## config.mk

```make
export PLATFORM = sky130hd
export DESIGN_NAME = time_set_sequencer
export DESIGN_NICKNAME = d
export VERILOG_FILES = /design/src/rtl/time_set_sequencer.sv
export SDC_FILE = /design/constraint.sdc
export NUM_CORES = 1
export LEC_CHECK = 0
export CAP_MARGIN = 25
export CELL_PAD_IN_SITES_DETAIL_PLACEMENT = 1
export CELL_PAD_IN_SITES_GLOBAL_PLACEMENT = 2
export CORE_MARGIN = 2
export CORE_UTILIZATION = 29
export CTS_CLUSTER_DIAMETER = 40
export DETAILED_ROUTE_END_ITERATION = 12
export PLACE_DENSITY = 0.79
export RECOVER_POWER = 50
export SYNTH_ARGS = -nofsm -noshare
export SYNTH_HDL_FRONTEND = slang
export SYNTH_SLANG_ARGS = --single-unit
```

## constraint.sdc

```tcl
create_clock -name clk -period 5.8 [get_ports clk]
set_clock_uncertainty 0.1 [all_clocks]
set_input_delay 1.16 -clock clk [delete_from_list [all_inputs] [get_ports clk]]
set_output_delay 1.16 -clock clk [all_outputs]
set_load 0.01 [all_outputs]
```

## src/rtl/time_set_sequencer.sv

```systemverilog
// time_set_sequencer: HH:MM:SS timekeeping with set-mode single-step/auto-repeat button handling
module time_set_sequencer #(
   parameter int REPEAT_DELAY = 25000000,
   parameter int REPEAT_RATE  = 5000000,
   parameter int CNT_W        = 26
) (
   input  logic       clk,
   input  logic       rst,
   input  logic       tick_1hz,
   input  logic       setting,
   input  logic       setting_h,
   input  logic       setting_m,
   input  logic       inc_n,
   output logic [4:0] hours,
   output logic [5:0] minutes,
   output logic [5:0] seconds,
   output logic       day_pulse,
   output logic       repeat_active
);
   typedef enum logic [1:0] {IDLE, HOLD, REPEAT} state_t;
   state_t state, state_n;
   logic s1, s2, s3, v1, v2, armed, setting_q, step, cnt_clr, press;
   logic [CNT_W-1:0] cnt;
   // armed only after a genuine released level has passed the synchronizer, so a button held through reset is not a press
   assign press = armed & s3 & ~s2;
   always_comb begin
      state_n = state;
      step = 1'b0;
      cnt_clr = 1'b0;
      if (!setting) state_n = IDLE;
      else if (state == IDLE) begin
         if (press) begin
            step = 1'b1;
            state_n = HOLD;
            cnt_clr = 1'b1;
         end
      end
      else if (s2) state_n = IDLE;
      else if (state == HOLD && cnt == CNT_W'(REPEAT_DELAY - 1)) begin
         step = 1'b1;
         state_n = REPEAT;
         cnt_clr = 1'b1;
      end
      else if (state == REPEAT && cnt == CNT_W'(REPEAT_RATE - 1)) begin
         step = 1'b1;
         cnt_clr = 1'b1;
      end
   end
   always_ff @(posedge clk) begin
      if (rst) begin
         {s1, s2, s3} <= 3'b111;
         {v1, v2, armed} <= 3'b000;
         state <= IDLE;
         cnt <= '0;
         repeat_active <= 1'b0;
      end else begin
         s1 <= inc_n;
         s2 <= s1;
         s3 <= s2;
         v1 <= 1'b1;
         v2 <= v1;
         armed <= armed | (v2 & s2);
         state <= state_n;
         cnt <= (cnt_clr || state_n == IDLE) ? '0 : cnt + 1'b1;
         repeat_active <= state_n == REPEAT;
      end
   end
   always_ff @(posedge clk) begin
      if (rst) begin
         hours <= '0;
         minutes <= '0;
         seconds <= '0;
         day_pulse <= 1'b0;
         setting_q <= 1'b0;
      end else begin
         setting_q <= setting;
         day_pulse <= 1'b0;
         if (setting) begin
            if (!setting_q) seconds <= '0;
            if (step && setting_h) hours <= (hours == 5'd23) ? '0 : hours + 5'd1;
            else if (step && setting_m) minutes <= (minutes == 6'd59) ? '0 : minutes + 6'd1;
         end else if (tick_1hz) begin
            seconds <= (seconds == 6'd59) ? '0 : seconds + 6'd1;
            if (seconds == 6'd59) begin
               minutes <= (minutes == 6'd59) ? '0 : minutes + 6'd1;
               if (minutes == 6'd59) begin
                  hours <= (hours == 5'd23) ? '0 : hours + 5'd1;
                  day_pulse <= hours == 5'd23;
               end
            end
         end
      end
   end
endmodule

```

==> results.yml, run 1 <==
cts:
  clkTransAtPathRegs_ps: 100
  ctsResizeCount: 0
  cts_tree: "done"
  cts_buffers: 5
  cts_num_sinks: 54
  clock_latency_ps: 300
  clk_path_buf_depth: 2
  h-tree-depth: 2
  post_cts.repair.setup_buffers: 0
  postCtsHoldBufs: 0
  cts_root_buf: "clkbuf_8"
grt:
  grt_max_degree: 22
  grt_first_pass_wirelength_um: 10600
  track_usage_pct: 13.1
  grt_pass1_vias: 2233
  antenna_found_initial: 0
  gr-total-overflow: 0
die:
  initial_core_util_pct: 29.8
  die_w_um: 98.5
  row_count: 34
  die_area_um2: 9700
  io_pins: 26
  core_area_um2: 8680
  fp.dieH_um: 98.5
synth:
  syn_inst: 292
  ys_types: 49
  ys.flop_type: "dfxtp_1"
  post-synth-top-count-cell: "dfxtp_1"
  synth.cell_area_um2: 2590
  ys_seq_area_share_pct: 41.7
  synth_common_cells: "dfxtp_1, nor2_1, nand2_1, xor2_1, nand3_1"
  ys_ff_latch: 54
  async_reset_ff_share_pct: 0
  ys_warn_count: 0
  synth_fp_nets: 303
  synth_edf_count: 0
  syn_area_per_cell_um2: 8.87
  yosys-top-cells-area: "dfxtp_1, nor2_1, xor2_1"
  yosys.area.top_type: "dfxtp_1"
  yosysTopAreaCellShare_pct: 41.7
final_layout:
  final_nets: 330
  seqCellArea_um2: 1080
  multi_input_area_um2: 1420
  final_core_util_pct: 35.4
  fillers: 1023
  drive_gt1_share_pct: 7.21
  diodes: 0
  area_growth_pct: 18.7
sta:
  max_freq_mhz: 306
  timing.final.hold_violations: 0
  worst_pin_slew_ps: 944
  min_period_over_period_pct: 56.3
  post-route-min-period_ps: 3270
  final-max-slew-violation-count: 0
  finalSetupViolCount: 0
  rsz0062_at_grt: "no"
  whs_ps: 333
  setup_tns_ps: 0
  relSlewSlack_pct: 36.6
place:
  dp.final_hpwl_um: 4420
  place_congestion: 0.734
  port_buffers: 25
critical_path:
  end_kind: "flip-flop"
  cp.required_ps: 5900
  cp.arrival_ps: 3370
  cp-start-kind: "primary input"
  crit_path_max_fanout: 9
  critPathKind: "in2reg"
routing:
  wl_per_cell_um: 14.2
  vias_per_cell: 5.00
  ant_nets: 0
  firstDrtPassIters: 4
  vias: 2136
  drt-initial-drc-count: 28
  drc_errors: 0
  routed_wl_um: 6070
min_path:
  hold_class: "reg2reg"
power:
  total_power_mw: 0.656
  peakVddDrop_mv: 0.0779
  powerDensity_nw_per_um2: 213
  leakage_nw: 1.06
run:
  max-cap-violations: 0
run_status:
  run_status: "completed"
[stage by stage]
stage          worst slack [ps]  area [um^2]  std cells
6_report                   2530         3080        427
5_1_grt                    2360         3080        427
4_1_cts                    2630         3080        427
3_5_place_dp               2300         2970        420
3_3_place_gp               2180         2950        419
2_1_floorplan              3050         2590        292
[layer usage]
metal / routed length [um] / vias up / track usage, % / share of wire, %
li1: - / 1076 / - / -
met1: 3010 / 1032 / 17.9 / 50
met2: 2900 / 23 / 21.7 / 48
met3: 129 / 5 / 2.55 / 2.1
met4: 32 / 0 / 2.53 / 0.53
met5: 0 / - / 0 / 0
[worst max-delay path: stages]
cell and delay [ps]:
dlygate4sd3_1 650, nand2b_1 250, nor3_1 460, a22oi_1 310
o32ai_2 190, mux2_1 340
[power breakdown]
part	leakage (nW)	internal (mW)	switching (mW)
registers	0.437	0.374	0.00201
logic	0.563	0.0101	0.0130
clock network	0.0573	0.138	0.119
total	1.06	0.522	0.134
[flip-flops by register name (all words and copies together) (netlist names)]
register,count
s3,1
state,2
s2,1
armed,1
s1,1
setting_q,1
hours,5
seconds,6
repeat_active,1
v2,1
minutes,6
day_pulse,1
cnt,26
v1,1
[cells by family (layout without fill, tap and decap cells)]
group,after synthesis,in the layout,share of synthesized area [%]
buffers and inverters,22,49,3.53
xor gates and xnor gates,27,27,9.13
adders and majority gates,4,4,1.93
AOI/OAI and AO/OA,37,37,11.7
and+or+nand+nor,142,142,29.6
muxes,6,6,2.37
DFF,54,54,41.7
[placed cells by master, fill, tap and decap left out, types with 2 or more instances in the layout]
master	Yosys	final
nand3b_1	3	3
clkbuf_8	0	6
o32ai_2	2	2
inv_1	14	14
or2_2	3	3
nand3_1	15	15
xor2_1	19	19
mux2i_1	5	5
nor3_1	7	7
nand2_1	22	22
o32ai_1	5	5
a21oi_1	8	8
dfxtp_1	54	54
or4bb_1	2	2
xnor2_1	8	8
a41oi_1	2	2
dlygate4sd3_1	0	21
nand4_1	14	14
and3_1	5	5
ha_1	4	4
nand2b_1	3	3
o21ai_0	6	6
and4_1	4	4
or3_1	3	3
nor2_1	45	45
nor2b_1	7	7
clkdlybuf4s50_1	0	4
nand4b_1	2	2
o21a_1	2	2
[final timing paths]
| check | from | slack (ps) | endpoint | cells past startpoint |
|---|---|---|---|---|
| setup / recovery | setting | 2530 | hours[2]$_SDFFE_PP0P_ | 6 |
| setup reg to reg | cnt[0]$_SDFF_PP0_ | 3270 | hours[2]$_SDFFE_PP0P_ | 6 |
| hold / removal | s1$_SDFF_PP1_ | 330 | s2$_SDFF_PP1_ | 1 |
| hold reg to reg | s1$_SDFF_PP1_ | 330 | s2$_SDFF_PP1_ | 1 |
[layout make-up]
| type | count | area share (%) |
|---|---|---|
| tap | 108 | 4.39 |
| inverter | 14 | 1.71 |
| clock buffer | 6 | 2.69 |
| timing repair buffer | 28 | 8.99 |
| sequential | 54 | 35.2 |
| multi-input combinational | 216 | 46.1 |
| clock inverter | 1 | 0.976 |
No activity file was read; power rests on OpenSTA's default activity.
==> run 2, diff against run 1 <==
==> constraint.sdc (replaced) <==
create_clock -name clk -period 3.1 [get_ports clk]
set_clock_uncertainty 0.1 [all_clocks]
set_input_delay 0.62 -clock clk [delete_from_list [all_inputs] [get_ports clk]]
set_output_delay 0.62 -clock clk [all_outputs]
set_load 0.01 [all_outputs]
==> run 2 against run 1 <==
Final cell count rose by 0.47%. First-iteration DRC count rose by 43%. Non-clock buffer count rose by 1. Setup slack got worse by 2000 ps. Critical path type unchanged.
==> results.yml, run 2 (synthesized netlist as in run 1, its figures left out) <==
place:
  dp.final_hpwl_um: 4400
  place_congestion: 0.737
  port_buffers: 25
  dp_slack_ps: 255
min_path:
  holdPathEnd: "s2$_SDFF_PP1_"
  min-delay-start: "s1$_SDFF_PP1_"
  worstHoldPathCells: 1
  hold_class: "reg2reg"
final_layout:
  final_core_util_pct: 35.1
  mostFrequentLayoutCells: "dfxtp_1, nor2_1, nand2_1, dlygate4sd3_1, xor2_1"
  drive_gt1_share_pct: 7.48
  area_growth_pct: 17.7
  final_nets: 331
  seqCellArea_um2: 1080
  largest_register: "cnt"
  layout.cells.most_common: "dfxtp_1"
  diodes: 0
  fillers: 1065
  reg_top3: "cnt: 26 flops, minutes: 6 flops, seconds: 6 flops"
  largest_reg_flops: 26
  multi_input_area_um2: 1420
routing:
  firstDrtPassIters: 4
  vias_per_cell: 5.01
  ant_nets: 0
  drt-initial-drc-count: 40
  vias: 2150
  drc_errors: 0
  routed_wl_um: 5990
  wl_per_cell_um: 14.0
cts:
  clkTransAtPathRegs_ps: 100
  cts_root_buf: "clkbuf_8"
  clk_path_buf_depth: 2
  post_cts.repair.setup_buffers: 0
  cts_num_sinks: 54
  cts_tree: "done"
  h-tree-depth: 2
  cts_buffers: 5
  postCtsHoldBufs: 0
  clock_latency_ps: 310
  ctsResizeCount: 0
grt:
  grt_max_degree: 27
  gr-total-overflow: 0
  grt_first_pass_wirelength_um: 10300
  antenna_found_initial: 0
  track_usage_pct: 12.8
  grt_pass1_vias: 2187
sta:
  min_period_over_period_pct: 82.8
  finalSetupViolCount: 0
  setup_tns_ps: 0
  whs_ps: 321
  worst_slack_ps: 532
  final-max-slew-violation-count: 0
  relSlewSlack_pct: 44.2
  max_freq_mhz: 389
  worst_pin_slew_ps: 831
  post-route-min-period_ps: 2570
  rsz0062_at_grt: "no"
  timing.final.hold_violations: 0
die:
  die_area_um2: 9700
  initial_core_util_pct: 29.8
  core_area_um2: 8680
  die_w_um: 98.5
  fp.dieH_um: 98.5
  row_count: 34
  io_pins: 26
critical_path:
  worstPathCellList: "dlygate4sd3_1, nand2b_1, nor3_1, a22oi_1, o32ai_2, mux2_1"
  crit_path_max_fanout: 9
  path_delay_family: "buffers and inverters"
  critPathBufInv: 1
  rr_startpoint: "cnt[0]$_SDFF_PP0_"
  r2r_end: "hours[2]$_SDFFE_PP0P_"
  cp-start-kind: "primary input"
  worstRegToRegCells: 6
  cp.arrival_ps: 2670
  ff2ff_setup_slack_ps: 570
  cp.required_ps: 3200
  end_kind: "flip-flop"
  critPathKind: "in2reg"
  slowest_delay_ps: 650
  crit_slowest_cell: "dlygate4sd3_1"
power:
  total_power_mw: 1.15
  peakVddDrop_mv: 0.154
  leakage_nw: 1.05
  powerDensity_nw_per_um2: 376
run:
  max-cap-violations: 0
run_status:
  run_status: "completed"
[run 2: area by class of cell]
type | count | share of cell area, %
inverters | 14 | 1.72
repair buffers | 29 | 9.07
flip-flops and latches | 54 | 35.5
multi-input cells | 216 | 46.5
well taps | 108 | 4.43
clock buffers | 6 | 2.38
clock inverters | 2 | 0.451
[run 2: where the power goes]
part	total, mW	leakage, nW	internal (mW)	switching, mW
logic	0.0430	0.565	0.0189	0.0240
registers	0.703	0.437	0.699	0.00372
clock network	0.400	0.0452	0.160	0.239
[run 2: how the worst max path moves through the flow]
stage	from	end	slack, ps	cells past startpoint
after detailed placement	setting	hours[2]$_SDFFE_PP0P_	260	6
after global placement	setting	hours[2]$_SDFFE_PP0P_	350	6
after floorplan	cnt[12]$_SDFF_PP0_	hours[2]$_SDFFE_PP0P_	880	5
after global routing	setting	minutes[2]$_SDFFE_PP0P_	350	5
after CTS	cnt[0]$_SDFF_PP0_	hours[2]$_SDFFE_PP0P_	540	6
final	setting	hours[2]$_SDFFE_PP0P_	530	6
[run 2: routing by layer]
| layer | up-vias | share of wire, % | GRT usage [%] |
|---|---|---|---|
| met5 | - | 0 | 0 |
| met4 | 0 | 1.3 | 4.11 |
| met3 | 7 | 2.1 | 2.34 |
| met2 | 26 | 48 | 22.4 |
| met1 | 1036 | 48 | 15.9 |
| li1 | 1081 | - | - |
[run 2: stage by stage]
| stage | area [um^2] | instances |
|---|---|---|
| finish | 3050 | 429 |
| detailed placement | 2970 | 421 |
| global placement | 2970 | 421 |
| global route | 3050 | 429 |
| CTS | 3050 | 429 |
| floorplan | 2590 | 292 |
[run 2: worst reg2reg max path: cells and delay by family, from the launching register on]
kind                       cells  cell delay (ps)
DFF                            1              390
and+or+nand+nor                2              740
adders and majority gates      1              200
AOI/OAI and AO/OA              2              640
muxes                          1              350
==> run 3, diff against run 2 <==
==> constraint.sdc (replaced) <==
create_clock -name clk -period 2.61 [get_ports clk]
set_clock_uncertainty 0.1 [all_clocks]
set_input_delay 0.522 -clock clk [delete_from_list [all_inputs] [get_ports clk]]
set_output_delay 0.522 -clock clk [all_outputs]
set_load 0.01 [all_outputs]
==> run 3 against run 2 <==
Sequential share of layout area is 1.4 points lower. Final cell count is 2.6% higher. Clock-buffer cell count stayed put. Routed wire length is 1.2% higher. Global-route usage is 0.48 points higher. Highest routed layer unchanged. Largest cell class unchanged. Total power is 29% higher. Combinational power is 23% higher. Register-to-register slack worse by 310 ps. Via count is 1.1% higher.
==> results.yml, run 3 (synthesized netlist as in run 1, its figures left out) <==
run_status:
  run_status: "completed"
critical_path:
  ff2ff_setup_slack_ps: 260
  worstPathCellList: "or4_1, nor4_2, o2111ai_4, o32ai_2, mux2_1"
  cp.arrival_ps: 2440
  end_kind: "flip-flop"
  crit_path_max_fanout: 7
  crit_slowest_cell: "or4_1"
  r2r_end: "hours[2]$_SDFFE_PP0P_"
  cp.required_ps: 2710
  worstRegToRegCells: 5
  critPathKind: "reg2reg"
  slowest_delay_ps: 540
  rr_startpoint: "cnt[20]$_SDFF_PP0_"
  cp-start-kind: "flip-flop"
routing:
  firstDrtPassIters: 4
  wl_per_cell_um: 13.8
  vias_per_cell: 4.94
  vias: 2173
  routed_wl_um: 6070
  drt-initial-drc-count: 17
  drc_errors: 0
  ant_nets: 0
final_layout:
  largest_register: "cnt"
  drive_gt1_share_pct: 10.2
  diodes: 0
  layout.cells.most_common: "dfxtp_1"
  final_nets: 343
  mostFrequentLayoutCells: "dfxtp_1, nor2_1, nand2_1, dlygate4sd3_1, xor2_1"
  fillers: 1050
  area_growth_pct: 22.4
  fin_cells: 440
  final_core_util_pct: 36.5
  reg_top3: "cnt: 26 flops, minutes: 6 flops, seconds: 6 flops"
  final_area_um2: 3170
  largest_reg_flops: 26
cts:
  cts_tree: "done"
  cts_num_sinks: 54
  cts_root_buf: "clkbuf_8"
  postCtsHoldBufs: 0
  clk_path_buf_depth: 2
  ctsResizeCount: 0
  clkTransAtPathRegs_ps: 100
  h-tree-depth: 2
  post_cts.repair.setup_buffers: 0
  cts_buffers: 5
  clock_latency_ps: 310
min_path:
  min-delay-start: "s1$_SDFF_PP1_"
  worstHoldPathCells: 1
  holdPathEnd: "s2$_SDFF_PP1_"
  hold_class: "reg2reg"
sta:
  rsz0062_at_grt: "no"
  worst_slack_ps: 262
  setup_tns_ps: 0
  finalSetupViolCount: 0
  max_freq_mhz: 426
  min_period_over_period_pct: 89.9
  worst_pin_slew_ps: 525
  final-max-slew-violation-count: 0
  timing.final.hold_violations: 0
  relSlewSlack_pct: 65.0
  post-route-min-period_ps: 2350
  whs_ps: 323
run:
  max-cap-violations: 0
place:
  placed_area_um2: 3070
  place_inst: 433
  port_buffers: 25
  dp.final_hpwl_um: 4660
  place_congestion: 0.772
  dp_slack_ps: 102
grt:
  grt_pass1_vias: 2276
  gr-total-overflow: 0
  track_usage_pct: 13.3
  antenna_found_initial: 0
  grt_max_degree: 27
  grt_first_pass_wirelength_um: 10800
power:
  total_power_mw: 1.47
  leakage_nw: 1.12
  power.switching_mw: 0.311
  powerDensity_nw_per_um2: 465
  power_frac_comb_pct: 3.6
  internal_power_mw: 1.16
  power.share.switching_pct: 21.1
  power.share.clock_pct: 39.7
  peakVddDrop_mv: 0.209
  p_seq_share_pct: 56.7
die:
  fp.dieH_um: 98.5
  initial_core_util_pct: 29.8
  die_area_um2: 9700
  row_count: 34
  core_area_um2: 8680
  die_w_um: 98.5
  io_pins: 26
## run 3: cell count changes in the layout (fill, tap and decap cells not counted), sizes merged
cell / previous run / this run
clkbuf: 7 / 10
clkinv: 2 / 0
buf: 3 / 12
bufinv: 0 / 1
## run 3: power by group through the flow
stage	Sequential [mW]	Clock, mW	Combinational [mW]
final	0.835	0.585	0.0527
after detailed placement	0.855	0	0.0562
after global routing	0.837	0.634	0.0594
after global placement	0.854	0	0.0555
after floorplan	0.854	0	0.0300
after CTS	0.836	0.601	0.0565
## run 3: worst max path at each step
| stage | slack (ps) | endpoint | cells past startpoint | start |
|---|---|---|---|---|
| finish | 260 | hours[2]$_SDFFE_PP0P_ | 5 | cnt[20]$_SDFF_PP0_ |
| floorplan | 390 | hours[2]$_SDFFE_PP0P_ | 5 | cnt[12]$_SDFF_PP0_ |
| global route | 140 | hours[2]$_SDFFE_PP0P_ | 5 | cnt[20]$_SDFF_PP0_ |
| CTS | 250 | hours[2]$_SDFFE_PP0P_ | 5 | cnt[20]$_SDFF_PP0_ |
| global placement | 130 | hours[2]$_SDFFE_PP0P_ | 6 | setting |
| detailed placement | 100 | hours[2]$_SDFFE_PP0P_ | 6 | setting |
## run 3: cell type report
type / count / area (um^2) / share of cell area (%)
clock buffers: 6 / 82.6 / 2.60
clock inverters: 1 / 30.0 / 0.947
inverters: 14 / 52.6 / 1.66
multi-input cells: 216 / 1420 / 44.7
flip-flops and latches: 54 / 1080 / 34.1
well taps: 108 / 135 / 4.26
repair buffers: 41 / 372 / 11.7
## run 3: metal layers
layer / up-vias / track usage [%] / part of all wire (%) / wire (um)
met4: 0 / 3.16 / 1.0 / 63
met1: 1031 / 16.8 / 46 / 2820
met3: 8 / 2.48 / 2.4 / 145
met5: - / 0 / 0 / 0
met2: 27 / 23.5 / 50 / 3040
li1: 1107 / - / - / -
## run 3: critical path, delay by kind of cell, from the launching register on
kind | cells | cell delay [ps]
compound gates | 2 | 540
mux | 1 | 340
flops | 1 | 380
simple gates | 2 | 880
